--- src/rtl/axi2apb_ctrl.sv ---
// Purpose: pops one AXI command at a time and runs exactly one APB transfer for it,
//          then returns the response on B or R. A PREADY timeout bounds hung slaves.
// Latency: read with PREADY high has cmd_empty low at cycle 0, SETUP 1, ACCESS 2, RVALID 3.
//          A write adds the WDATA wait and then enters SETUP one cycle after the W handshake.
// Backpressure: WREADY is high only in WDATA. B/R are held with a stable payload until
//          ready. Only one command is in flight; the next pop waits for the handshake.
// Ports:
//   clk, rst                      clock, asynchronous active-high reset
//   cmd_*                         head of the command FIFO; finish_wr/finish_rd pop it
//   W*  / B* / R*                 AXI write-data, write-response and read-data channels
//   P*                            APB master interface
module axi2apb_ctrl #(
  parameter int AXI_ID_WIDTH   = 6,
  parameter int APB_ADDR_WIDTH = 12,
  parameter int TIMEOUT        = 255,
  parameter int TIMEOUT_WIDTH  = 8
) (
  input  logic                      clk,
  input  logic                      rst,
  input  logic                      cmd_empty,
  input  logic                      cmd_read,
  input  logic [AXI_ID_WIDTH-1:0]   cmd_id,
  input  logic [APB_ADDR_WIDTH+3:0] cmd_addr,
  input  logic                      cmd_err,
  output logic                      finish_wr,
  output logic                      finish_rd,
  input  logic [31:0]               WDATA,
  input  logic [3:0]                WSTRB,
  input  logic                      WVALID,
  output logic                      WREADY,
  output logic [AXI_ID_WIDTH-1:0]   BID,
  output logic [1:0]                BRESP,
  output logic                      BVALID,
  input  logic                      BREADY,
  output logic [AXI_ID_WIDTH-1:0]   RID,
  output logic [31:0]               RDATA,
  output logic [1:0]                RRESP,
  output logic                      RLAST,
  output logic                      RVALID,
  input  logic                      RREADY,
  output logic [APB_ADDR_WIDTH+3:0] PADDR,
  output logic                      PSEL,
  output logic                      PENABLE,
  output logic                      PWRITE,
  output logic [31:0]               PWDATA,
  output logic [3:0]                PSTRB,
  input  logic                      PREADY,
  input  logic                      PSLVERR,
  input  logic [31:0]               PRDATA
);

  typedef enum logic [2:0] {
    S_IDLE   = 3'd0,
    S_WDATA  = 3'd1,
    S_SETUP  = 3'd2,
    S_ACCESS = 3'd3,
    S_RESP   = 3'd4
  } state_t;

  state_t                    r_state;
  state_t                    w_next;
  logic [AXI_ID_WIDTH-1:0]   r_id;
  logic [APB_ADDR_WIDTH+3:0] r_addr;
  logic                      r_read;
  logic                      r_err;
  logic [31:0]               r_pwdata;
  logic [3:0]                r_pstrb;
  logic [31:0]               r_rdata;
  logic [1:0]                r_resp;
  logic [TIMEOUT_WIDTH-1:0]  r_cnt;
  logic                      w_timeout;

  // Timeout fires on the last allowed ACCESS cycle; PREADY in that same cycle still wins
  // because the ACCESS branches below test PREADY first.
  assign w_timeout = (TIMEOUT != 0) && (r_cnt == TIMEOUT_WIDTH'(TIMEOUT - 1));

  always_ff @(posedge clk or posedge rst) begin
    if (rst) begin
      r_state <= S_IDLE;
    end else begin
      r_state <= w_next;
    end
  end

  always_comb begin
    w_next    = r_state;
    WREADY    = 1'b0;
    PSEL      = 1'b0;
    PENABLE   = 1'b0;
    BVALID    = 1'b0;
    RVALID    = 1'b0;
    finish_wr = 1'b0;
    finish_rd = 1'b0;
    case (r_state)
      S_IDLE: begin
        if (!cmd_empty) begin
          if (!cmd_read)    w_next = S_WDATA;
          else if (cmd_err) w_next = S_RESP;
          else              w_next = S_SETUP;
        end
      end
      S_WDATA: begin
        WREADY = 1'b1;
        // The W beat is consumed even for an errored write so the AXI side stays in step.
        if (WVALID) w_next = r_err ? S_RESP : S_SETUP;
      end
      S_SETUP: begin
        PSEL   = 1'b1;
        w_next = S_ACCESS;
      end
      S_ACCESS: begin
        PSEL    = 1'b1;
        PENABLE = 1'b1;
        if (PREADY || w_timeout) w_next = S_RESP;
      end
      S_RESP: begin
        BVALID    = !r_read;
        RVALID    = r_read;
        finish_wr = !r_read && BREADY;
        finish_rd = r_read && RREADY;
        if (finish_wr || finish_rd) w_next = S_IDLE;
      end
      default: w_next = S_IDLE;
    endcase
  end

  always_ff @(posedge clk or posedge rst) begin
    if (rst) begin
      r_id     <= '0;
      r_addr   <= '0;
      r_read   <= 1'b0;
      r_err    <= 1'b0;
      r_pwdata <= '0;
      r_pstrb  <= '0;
      r_rdata  <= '0;
      r_resp   <= '0;
      r_cnt    <= '0;
    end else begin
      case (r_state)
        S_IDLE: begin
          if (!cmd_empty) begin
            r_id   <= cmd_id;
            r_addr <= cmd_addr;
            r_read <= cmd_read;
            r_err  <= cmd_err;
            // Unsupported read skips the APB cycle entirely.
            if (cmd_read && cmd_err) begin
              r_resp  <= 2'b10;
              r_rdata <= '0;
            end
          end
        end
        S_WDATA: begin
          if (WVALID) begin
            r_pwdata <= WDATA;
            r_pstrb  <= WSTRB;
            if (r_err) r_resp <= 2'b10;
          end
        end
        S_SETUP: begin
          r_cnt <= '0;
        end
        S_ACCESS: begin
          if (PREADY) begin
            if (r_read) r_rdata <= PRDATA;
            r_resp <= PSLVERR ? 2'b10 : 2'b00;
          end else if (w_timeout) begin
            r_resp  <= 2'b10;
            r_rdata <= '0;
          end else begin
            r_cnt <= r_cnt + TIMEOUT_WIDTH'(1);
          end
        end
        default: ;
      endcase
    end
  end

  assign PADDR  = r_addr;
  assign PWRITE = PSEL && !r_read;
  assign PWDATA = r_pwdata;
  assign PSTRB  = r_pstrb;
  assign BID    = r_id;
  assign RID    = r_id;
  assign BRESP  = r_resp;
  assign RRESP  = r_resp;
  assign RDATA  = r_rdata;
  assign RLAST  = 1'b1;

endmodule

--- config.mk ---
export PLATFORM = sky130hd
export DESIGN_NAME = axi2apb_ctrl
export DESIGN_NICKNAME = d
export VERILOG_FILES = /design/src/rtl/axi2apb_ctrl.sv
export SDC_FILE = /design/constraint.sdc
export NUM_CORES = 1
export LEC_CHECK = 0
export BUFFER_PORTS_ARGS = -buffer_cell sky130_fd_sc_hd__buf_2
export CORE_MARGIN = 3
export CORE_UTILIZATION = 45
export DETAILED_ROUTE_END_ITERATION = 6
export PLACE_DENSITY = 0.74
export SETUP_SLACK_MARGIN = 0.2
export SLEW_MARGIN = 0
export SYNTH_ARGS = -nofsm -noshare
export SYNTH_HDL_FRONTEND = slang
export SYNTH_SLANG_ARGS = --single-unit
--- constraint.sdc ---
create_clock -name clk -period 10.8 [get_ports clk]
set_clock_uncertainty 0.15 [all_clocks]
set_input_delay 1.62 -clock clk [delete_from_list [all_inputs] [get_ports clk]]
set_output_delay 1.62 -clock clk [all_outputs]
set_load 0.02 [all_outputs]
**After elaboration in Yosys (flattened, before gate mapping)**

Cells that the tools add are included.

- Bits in registers: 105
- Output and inout port bits: 109
- Word-level logic and storage cells: 77

- Add/subtract/negate cells: 1
- Equal/unequal tests: 15
- Mux-type cells: 32
- Bitwise logic cells: 1
- Reduce and logical (&&, ||, !) cells: 18

Operators with widths:

| operator | number |
|---|---|
| 32-bit two-way mux | 5 |
| 32-bit case mux with 2 select lines | 1 |
| 3-bit two-way mux | 7 |
| 8-bit two-way mux | 2 |
| 2-bit inequality test, second input constant | 8 |
| 8-bit case mux with 2 select lines | 1 |
| 3-bit case mux with 5 select lines | 1 |
| 2-bit two-way mux | 7 |
| 8-bit by 1-bit adder with 8-bit output, second input constant | 1 |
| 8-bit equality test, second input constant | 1 |
| 1-bit two-way mux | 7 |
| 3-bit by 2-bit equality test with 1-bit output, second input constant | 2 |
| 3-bit inequality test, second input constant | 2 |
| 2-bit case mux with 3 select lines | 1 |
| 6-bit AND reduction | 1 |
| 5-bit AND reduction | 1 |
| 1-bit logical AND | 4 |
| 2-bit AND reduction | 2 |
| 4-bit AND reduction | 1 |
| 2-bit nonzero test | 2 |
| 3-bit by 1-bit equality test with 1-bit output, second input constant | 1 |
| 3-bit equality test, second input constant | 1 |
| 3-bit logical NOT | 1 |
| 3-bit AND reduction | 1 |
| 5 further kinds | 6 |

**Depth between registers and ports, before layout**

Gate-level depths: netlist (run 1).

- Word-level depth: 5
- Depth in mapped cells: 8
- Gate-level depth less buffers: 6

**Least setup slack after synthesis (run 1)**

Ideal clock, no wire load.

- Path type: input -> output
- Start point: input BREADY
- End point: output finish_wr
- Arrival: 2157 ps
- Required time: 9030 ps
- Setup slack: 6873 ps
- Stages on the path: 2
- Path buffers: 0
- Cell sequence: inv_1 nor3_1

- Cells in the longest elaborated chain, start to end: 2

RTL lines:

| element | RTL line | text |
|---|---|---|
| start: declaration | 34 | `input logic BREADY,` |
| 1-bit logical AND | 119 | `finish_wr = !r_read && BREADY;` |
| 1-bit two-way mux | 94 | `case (r_state)` |
| end: declaration | 25 | `output logic finish_wr,` |

Every way passes these cells.

**Worst setup path after layout (run 1)**

Ends and elaborated chain as after synthesis.

==> tab_implementation.tex, run 1 <==
\begin{tabular}{lr}
\hline
Metric & Value \\
\hline
\multicolumn{2}{l}{\textbf{Placed design}} \\
Final Wtd Congestion & 0.790 \\
IO buf count & 205 \\
Placed wire-length estimate & 7870 µm \\
\multicolumn{2}{l}{\textbf{Floorplan}} \\
Area inside the core boundary & 9500 µm² \\
Initial core utilization & 47.5\% \\
Area of the die & 11,300 µm² \\
Floorplan die width & 106 µm \\
Top-level I/O count & 209 \\
Cell Rows & 35 \\
Vertical die dimension & 106 µm \\
\multicolumn{2}{l}{\textbf{Clock tree}} \\
Post-CTS setup buffers & 0 \\
Number of sinks on the clock net & 104 \\
CTS-repair resized insts & 0 \\
Root buffer selected by CTS & clkbuf\_8 \\
Clock insertion delay at the later pin of the skew report & 0.36 ns \\
Worst-path clk slew & 0.09 ns \\
Total number of H-tree levels & 3 \\
Max Root-Sink Buffers & 2 \\
Cts bufs inserted & 9 \\
TritonCTS clock tree & built \\
Hold bufs inserted after CTS & 0 \\
\multicolumn{2}{l}{\textbf{Timing}} \\
Time the final worst path needs with I/O delays and setup & 3.87 ns \\
Unrepaired setup endpoints after global routing & false \\
Worst relative slew slack & 25.6\% \\
Final Cycle Share & 35.8\% \\
Final setup violating endpoints & 0 \\
Achievable clock frequency & 0.258 GHz \\
Slew at the pin closest to its max-slew limit & 1.12 ns \\
Final total negative setup slack & 0 ns \\
Hold Fails Final Rpt & 0 \\
Pins over their slew limit & 0 \\
\multicolumn{2}{l}{\textbf{Yosys}} \\
Count of warnings emitted by yosys & 0 \\
Unique masters post-synth & 38 \\
Synthesized area per cell & 12.2 µm² \\
Cells after synthesis & 369 \\
Share of the yosys chip area belonging to registers & 57.7\% \\
Yosys reg bits & 104 \\
Netlist Area Pre-Place & 4510 µm² \\
\multicolumn{2}{l}{\textbf{Drt}} \\
TritonRoute pass-1 iters & 4 \\
Remaining antenna violation count after routing & 0 \\
Total via count after detailed routing & 3,384 \\
DRC violation count after routing & 0 \\
Vias per std cell & 4.86 \\
Routed WL & 10,500 µm \\
Detailed router's first-iteration violation count & 174 \\
DR WL/cell & 15.1 µm \\
\multicolumn{2}{l}{\textbf{Critical path}} \\
Crit-path max cell delay & 0.19 ns \\
Maximum fanout along the worst path & 2 \\
Most numerous cell on the critical path & buf\_2 \\
Required time of the critical path & 9.03 ns \\
Category of the worst setup path capture point & primary output \\
Cell count of the worst reg-to-reg path & 7 \\
Minimum setup slack among reg-to-reg paths & 8.41 ns \\
Launching element type of the critical path & input pin \\
Reg2reg end & RDATA[25]\$\_DFFE\_PP0P\_ \\
Cells along the critical path & buf\_2 > inv\_1 > nor3\_1 > buf\_2 \\
Critical R2R Launch & r\_cnt[0]\$\_DFFE\_PP0P\_ \\
Critical-path top delay cell & buf\_2 \\
Crit path DAT & 2.10 ns \\
Category of the most critical setup path & in -> out \\
CP Launch Point & BREADY \\
\multicolumn{2}{l}{\textbf{GRT}} \\
Tot GR Track Use & 18.8\% \\
Initial antenna violation count & 0 \\
Via count of the first global-routing pass & 3,453 \\
Largest net degree at the start of global routing & 71 \\
Sum of overflow across all layers after global routing & 0 \\
Wire length of the first global-routing pass & 17,000 µm \\
\multicolumn{2}{l}{\textbf{Hold path}} \\
Worst min-delay path class & reg -> reg \\
Min-Delay Endpoint & PADDR[10]\$\_DFFE\_PP0P\_ \\
Hold depth & 1 \\
Hold Startpoint & PADDR[10]\$\_DFFE\_PP0P\_ \\
\multicolumn{2}{l}{\textbf{Finish}} \\
Leading cell type in the layout, fill and taps excluded & buf\_2 \\
Diodes inserted & 0 \\
Most used cells in the layout excluding fill and tap cells & buf\_2, dfrtp\_1, mux2\_2 \\
Share of layout cells above drive strength 1 & 50.5\% \\
Synth-to-layout area growth & 27.3\% \\
Number of nets in the final layout & 665 \\
Filler cell count & 794 \\
\multicolumn{2}{l}{\textbf{Pwr}} \\
Sequential cell fraction of total power & 40.8\% \\
Switching part of the total power & 40.9\% \\
Net Switching & 0.619 mW \\
Cell leakage power & 3.07 nW \\
Comb power frac & 44.0\% \\
Highest ir drop seen on vdd & 0.178 mV \\
Internal power consumption & 0.893 mW \\
Power, Total & 1.51 mW \\
Relative contribution of the clock network to total power & 15.2\% \\
Power Density & 263 nW/µm² \\
\multicolumn{2}{l}{\textbf{Run status}} \\
Result of the run & finished, final reports clean \\
\multicolumn{2}{l}{\textbf{Job}} \\
Number of max-cap violations & 0 \\
\hline
\end{tabular}
[metal layers]
layer / global-route usage, % / vias to the layer above / wire [µm]
met5: 0 / - / 0
met4: 5.27 / 0 / 125
met3: 4.49 / 9 / 784
met2: 31.9 / 149 / 5260
met1: 23.9 / 1624 / 4350
li1: - / 1602 / -
[through the flow]
step	hold WS [ns]	area, µm²	utilization [%]	setup slack, ns	cells
floorplan	0.325	4520	-	6.30	370
global placement	0.334	5560	58.5	6.94	681
detailed placement	0.340	5560	58.5	6.93	681
CTS	0.363	5750	60.5	6.92	697
global route	0.382	5750	60.5	6.91	697
finish	0.359	5750	60.5	6.93	697
[logic make-up after synthesis]
logic type,Yosys count,share of synthesized area [%]
flops,104,57.7
mux,92,22.0
simple gates,74,8.04
buf+inv,68,7.52
compound gates,26,3.80
fa+ha+maj,2,0.555
other cells,2,0.166
xor+xnor,1,0.194
[layout make-up]
| class | instances | area [µm²] | area share, % |
|---|---|---|---|
| inverter | 41 | 156 | 2.72 |
| clock buffer | 9 | 124 | 2.16 |
| clock inverter | 7 | 63.8 | 1.11 |
| timing repair buffer | 209 | 1060 | 18.4 |
| sequential | 104 | 2600 | 45.3 |
| tap | 129 | 161 | 2.81 |
| multi-input combinational | 198 | 1580 | 27.5 |
[how the worst max path moves through the flow]
stage | end | slack (ns) | cells past startpoint
6_report | finish_wr | 6.93 | 4
5_1_grt | finish_wr | 6.91 | 4
4_1_cts | finish_wr | 6.92 | 4
3_5_place_dp | finish_wr | 6.93 | 4
3_3_place_gp | finish_wr | 6.94 | 4
2_1_floorplan | BID[0]$_DFFE_PP0P_ | 6.30 | 1
[synthesized netlist by cell type, drive strengths merged]
master | instances | area [µm²]
nor3 | 3 | 15.0
dfrtp | 104 | 2600
and4bb | 1 | 12.5
nand3b | 1 | 7.51
o31ai | 5 | 37.5
nand4 | 2 | 12.5
or3 | 1 | 6.26
mux2 | 59 | 664
a2bb2oi | 1 | 8.76
inv | 41 | 154
nand3 | 7 | 35.0
o21a | 2 | 15.0
nand2b | 4 | 25.0
o21ai | 7 | 38.8
conb | 2 | 7.51
ha | 2 | 25.0
and4 | 1 | 8.76
a21oi | 5 | 25.0
a221o | 1 | 10.0
and2 | 2 | 12.5
a31oi | 2 | 12.5
and3 | 2 | 12.5
nor4 | 2 | 27.5
nor2 | 7 | 26.3
nor3b | 1 | 7.51
buf | 24 | 174
a22o | 1 | 8.76
o211ai | 2 | 15.0
or4 | 1 | 7.51
clkbuf | 3 | 11.3
nand2 | 39 | 146
mux2i | 33 | 330
xor2 | 1 | 8.76
[worst max-delay path, delay by kind of cell]
family,cells,cell delay (ns)
AND/OR/NAND/NOR,1,0.16
buffers and inverters,3,0.31
[power by group through the flow]
stage                     clock network, mW  logic [mW]  registers (mW)
after floorplan                           0       0.316           0.773
after global placement                    0       0.664           0.619
after detailed placement                  0       0.675           0.625
after CTS                             0.238       0.675           0.619
after global routing                  0.257       0.711           0.642
final                                 0.230       0.665           0.618
[state kept, by name (all words and copies together) (netlist names)]
name / cells
BID: 6
BRESP: 1
PADDR: 16
PSTRB: 4
PWDATA: 32
RDATA: 32
r_cnt: 8
r_err: 1
r_read: 1
r_state: 3
Power figures use the tool's default switching activity.
==> run 2: changes to the inputs <==
- ABC_AREA: default -> 1
- CORE_UTILIZATION: 45 -> 43
- PLACE_DENSITY: 0.74 -> 0.73
- clock period: 10.8 -> 3.2 ns (I/O delays scaled with it)
==> run 2 against run 1 <==
  * Non-clock buffer count up 1
  * Via count up 30%
  * Total power rose to 3.5 times the previous value
  * Routed wire length up 16%
  * Count of clock-buffer cells in the layout up 3
  * Combinational power rose to 3.2 times the previous value
  * Critical endpoint is now WREADY
  * Largest cell class unchanged
  * Largest power group unchanged
  * Highest routed layer unchanged
==> tab_implementation.tex, run 2 <==
\begin{tabular}{lr}
\hline
Metric & Value \\
\hline
\multicolumn{2}{l}{\textbf{Yosys}} \\
Top flip-flop cell by instance count after synthesis & dfrtp\_1 \\
Top cells by area in the synthesized netlist & dfrtp\_1, nand2\_1, nand3\_1 \\
Netlist Area Pre-Place & 4900 µm² \\
Cells after synthesis & 611 \\
Cell taking the most area after synthesis & dfrtp\_1 \\
Count of flip-flops with a built-in enable after synthesis & 0 \\
Synthesized-area fraction occupied by xor and xnor cells & 0.358\% \\
Largest family of logic cells by synthesized area & simple AND/OR/NAND/NOR gates \\
Area fraction in compound gates after synthesis & 3.78\% \\
Mux cell area share after synthesis & 0\% \\
List of most frequent post-synthesis cells & nand2\_1, dfrtp\_1, nand3\_1, nor2\_1, inv\_1 \\
Fraction of synthesized cell area taken by the top area cell type & 53.1\% \\
Share of the yosys chip area belonging to registers & 53.1\% \\
Area share of fa/ha/maj cells after synthesis & 0.511\% \\
Simple-gate share of the synthesized area & 33.3\% \\
Count of warnings emitted by yosys & 0 \\
Most used standard cell by instance count after synthesis & nand2\_1 \\
Synthesized area per cell & 8.02 µm² \\
Share of synthesized flip-flops with an asynchronous set or reset & 100\% \\
Unique masters post-synth & 31 \\
Yosys reg bits & 104 \\
\multicolumn{2}{l}{\textbf{Timing}} \\
Worst relative slew slack & 49.7\% \\
Time the final worst path needs with I/O delays and setup & 2.47 ns \\
Hold Fails Final Rpt & 0 \\
Pins over their slew limit & 0 \\
Final Cycle Share & 77.0\% \\
Final setup violating endpoints & 0 \\
Slew at the pin closest to its max-slew limit & 0.753 ns \\
Final total negative setup slack & 0 ns \\
Post-Route Hold Slack & 0.115 ns \\
Unrepaired setup endpoints after global routing & false \\
Achievable clock frequency & 0.406 GHz \\
\multicolumn{2}{l}{\textbf{Critical path}} \\
Required time of the critical path & 2.57 ns \\
Critical R2R Launch & r\_state[2]\$\_DFFE\_PP0P\_ \\
Launching element type of the critical path & register \\
Maximum fanout along the worst path & 38 \\
Category of the most critical setup path & reg -> out \\
Category of the worst setup path capture point & primary output \\
Crit path DAT & 1.84 ns \\
Minimum setup slack among reg-to-reg paths & 0.76 ns \\
Reg2reg end & RDATA[2]\$\_DFFE\_PP0P\_ \\
Cell count of the worst reg-to-reg path & 7 \\
\multicolumn{2}{l}{\textbf{GRT}} \\
Sum of overflow across all layers after global routing & 0 \\
Largest net degree at the start of global routing & 52 \\
Initial antenna violation count & 0 \\
Via count of the first global-routing pass & 4,316 \\
Tot GR Track Use & 19.7\% \\
Wire length of the first global-routing pass & 20,500 µm \\
\multicolumn{2}{l}{\textbf{Finish}} \\
Filler cell count & 1,038 \\
Diodes inserted & 0 \\
Most used cells in the layout excluding fill and tap cells & nand2\_1, buf\_2, dfrtp\_1 \\
Leading cell type in the layout, fill and taps excluded & nand2\_1 \\
Number of nets in the final layout & 894 \\
Share of layout cells above drive strength 1 & 31.4\% \\
Synth-to-layout area growth & 26.4\% \\
\multicolumn{2}{l}{\textbf{Placed design}} \\
Final Wtd Congestion & 0.903 \\
IO buf count & 205 \\
Placed wire-length estimate & 9090 µm \\
\multicolumn{2}{l}{\textbf{Clock tree}} \\
TritonCTS clock tree & built \\
Hold bufs inserted after CTS & 0 \\
Number of sinks on the clock net & 104 \\
Clock insertion delay at the later pin of the skew report & 0.33 ns \\
CTS-repair resized insts & 0 \\
Cts bufs inserted & 9 \\
Total number of H-tree levels & 3 \\
Post-CTS setup buffers & 0 \\
Worst-path clk slew & 0.07 ns \\
Root buffer selected by CTS & clkbuf\_16 \\
Max Root-Sink Buffers & 2 \\
\multicolumn{2}{l}{\textbf{Floorplan}} \\
Initial core utilization & 44.6\% \\
Top-level I/O count & 209 \\
Floorplan die width & 113 µm \\
Area inside the core boundary & 11,000 µm² \\
Area of the die & 12,700 µm² \\
Vertical die dimension & 113 µm \\
Cell Rows & 38 \\
\multicolumn{2}{l}{\textbf{Pwr}} \\
Sequential cell fraction of total power & 38.2\% \\
Switching part of the total power & 42.5\% \\
Power, Total & 5.25 mW \\
Net Switching & 2.23 mW \\
Internal power consumption & 3.02 mW \\
Highest ir drop seen on vdd & 0.508 mV \\
Power Density & 848 nW/µm² \\
Relative contribution of the clock network to total power & 21.2\% \\
Cell leakage power & 3.68 nW \\
Comb power frac & 40.6\% \\
\multicolumn{2}{l}{\textbf{Drt}} \\
DR WL/cell & 13.1 µm \\
Remaining antenna violation count after routing & 0 \\
TritonRoute pass-1 iters & 5 \\
Vias per std cell & 4.71 \\
Total via count after detailed routing & 4,411 \\
Detailed router's first-iteration violation count & 329 \\
Routed WL & 12,200 µm \\
DRC violation count after routing & 0 \\
\multicolumn{2}{l}{\textbf{Job}} \\
Number of max-cap violations & 0 \\
\multicolumn{2}{l}{\textbf{Hold path}} \\
Worst min-delay path class & in -> async \\
\multicolumn{2}{l}{\textbf{Run status}} \\
Result of the run & finished, final reports clean \\
\hline
\end{tabular}
==> run 2: cell count changes in the layout (fill, tap and decap cells not counted), sizes merged, moves of 3 or more <==
cell,before,now
mux2i,33,0
clkbuf,9,12
inv,44,40
nor2,7,53
nand2b,4,0
mux2,59,0
o21ai,7,31
nand3,7,53
o31ai,5,0
or2,0,4
nand2,39,271
==> run 2: metrics by stage <==
step / utilization (%) / cells / worst slack, ns / cell area [µm²]
after floorplan: - / 612 / 1.32 / 4910
after detailed placement: 53.6 / 921 / 0.732 / 5880
final: 56.4 / 937 / 0.735 / 6190
after global routing: 56.4 / 937 / 0.510 / 6190
after CTS: 56.4 / 937 / 0.716 / 6190
after global placement: 53.6 / 921 / 0.852 / 5880
==> run 2: how the worst max path moves through the flow <==
| stage | start | end |
|---|---|---|
| after floorplan | rst | BID[0]$_DFFE_PP0P_ |
| after detailed placement | r_state[2]$_DFFE_PP0P_ | RDATA[2]$_DFFE_PP0P_ |
| after global routing | r_state[2]$_DFFE_PP0P_ | RDATA[2]$_DFFE_PP0P_ |
| final | r_state[0]$_DFFE_PP0P_ | WREADY |
| after global placement | r_state[2]$_DFFE_PP0P_ | RDATA[25]$_DFFE_PP0P_ |
| after CTS | r_state[2]$_DFFE_PP0P_ | RDATA[2]$_DFFE_PP0P_ |
==> run 2: layout make-up <==
cell class                 instances  area [µm²]  share of cell area [%]
timing repair buffer             210        1080                    17.4
inverter                          40         154                    2.49
clock inverter                     4        51.3                   0.828
clock buffer                      12         256                    4.14
multi-input combinational        427        1880                    30.3
tap                              140         175                    2.83
sequential                       104        2600                    42.0
==> run 2: kinds of logic after synthesis <==
group	after synthesis
AOI/OAI and AO/OA	34
other	2
xor gates and xnor gates	2
buffers and inverters	81
and+or+nand+nor	386
adders and majority gates	2
DFF	104
==> run 2: power groups by stage <==
stage | registers (mW) | clock network, mW | logic [mW]
finish | 2.01 | 1.11 | 2.13
global route | 2.06 | 1.20 | 2.37
CTS | 2.01 | 1.14 | 2.16
detailed placement | 2.02 | 0 | 2.16
global placement | 2.00 | 0 | 2.11
floorplan | 2.42 | 0 | 1.17
==> run 2: worst max-delay path, cell delays in order (launching register included) <==
cell and delay (ns):
dfrtp_1 0.56, inv_1 0.18, nor3_4 0.16, buf_4 0.36, buf_2 0.24
==> run 2: routing by layer <==
metal  GRT usage, %  routed length (µm)  vias to the layer above
met4           5.77                  98                        0
met3           5.35                1190                        7
li1               -                   -                     2226
met1           27.2                5320                     1985
met5              0                   0                        -
met2           30.6                5620                      193
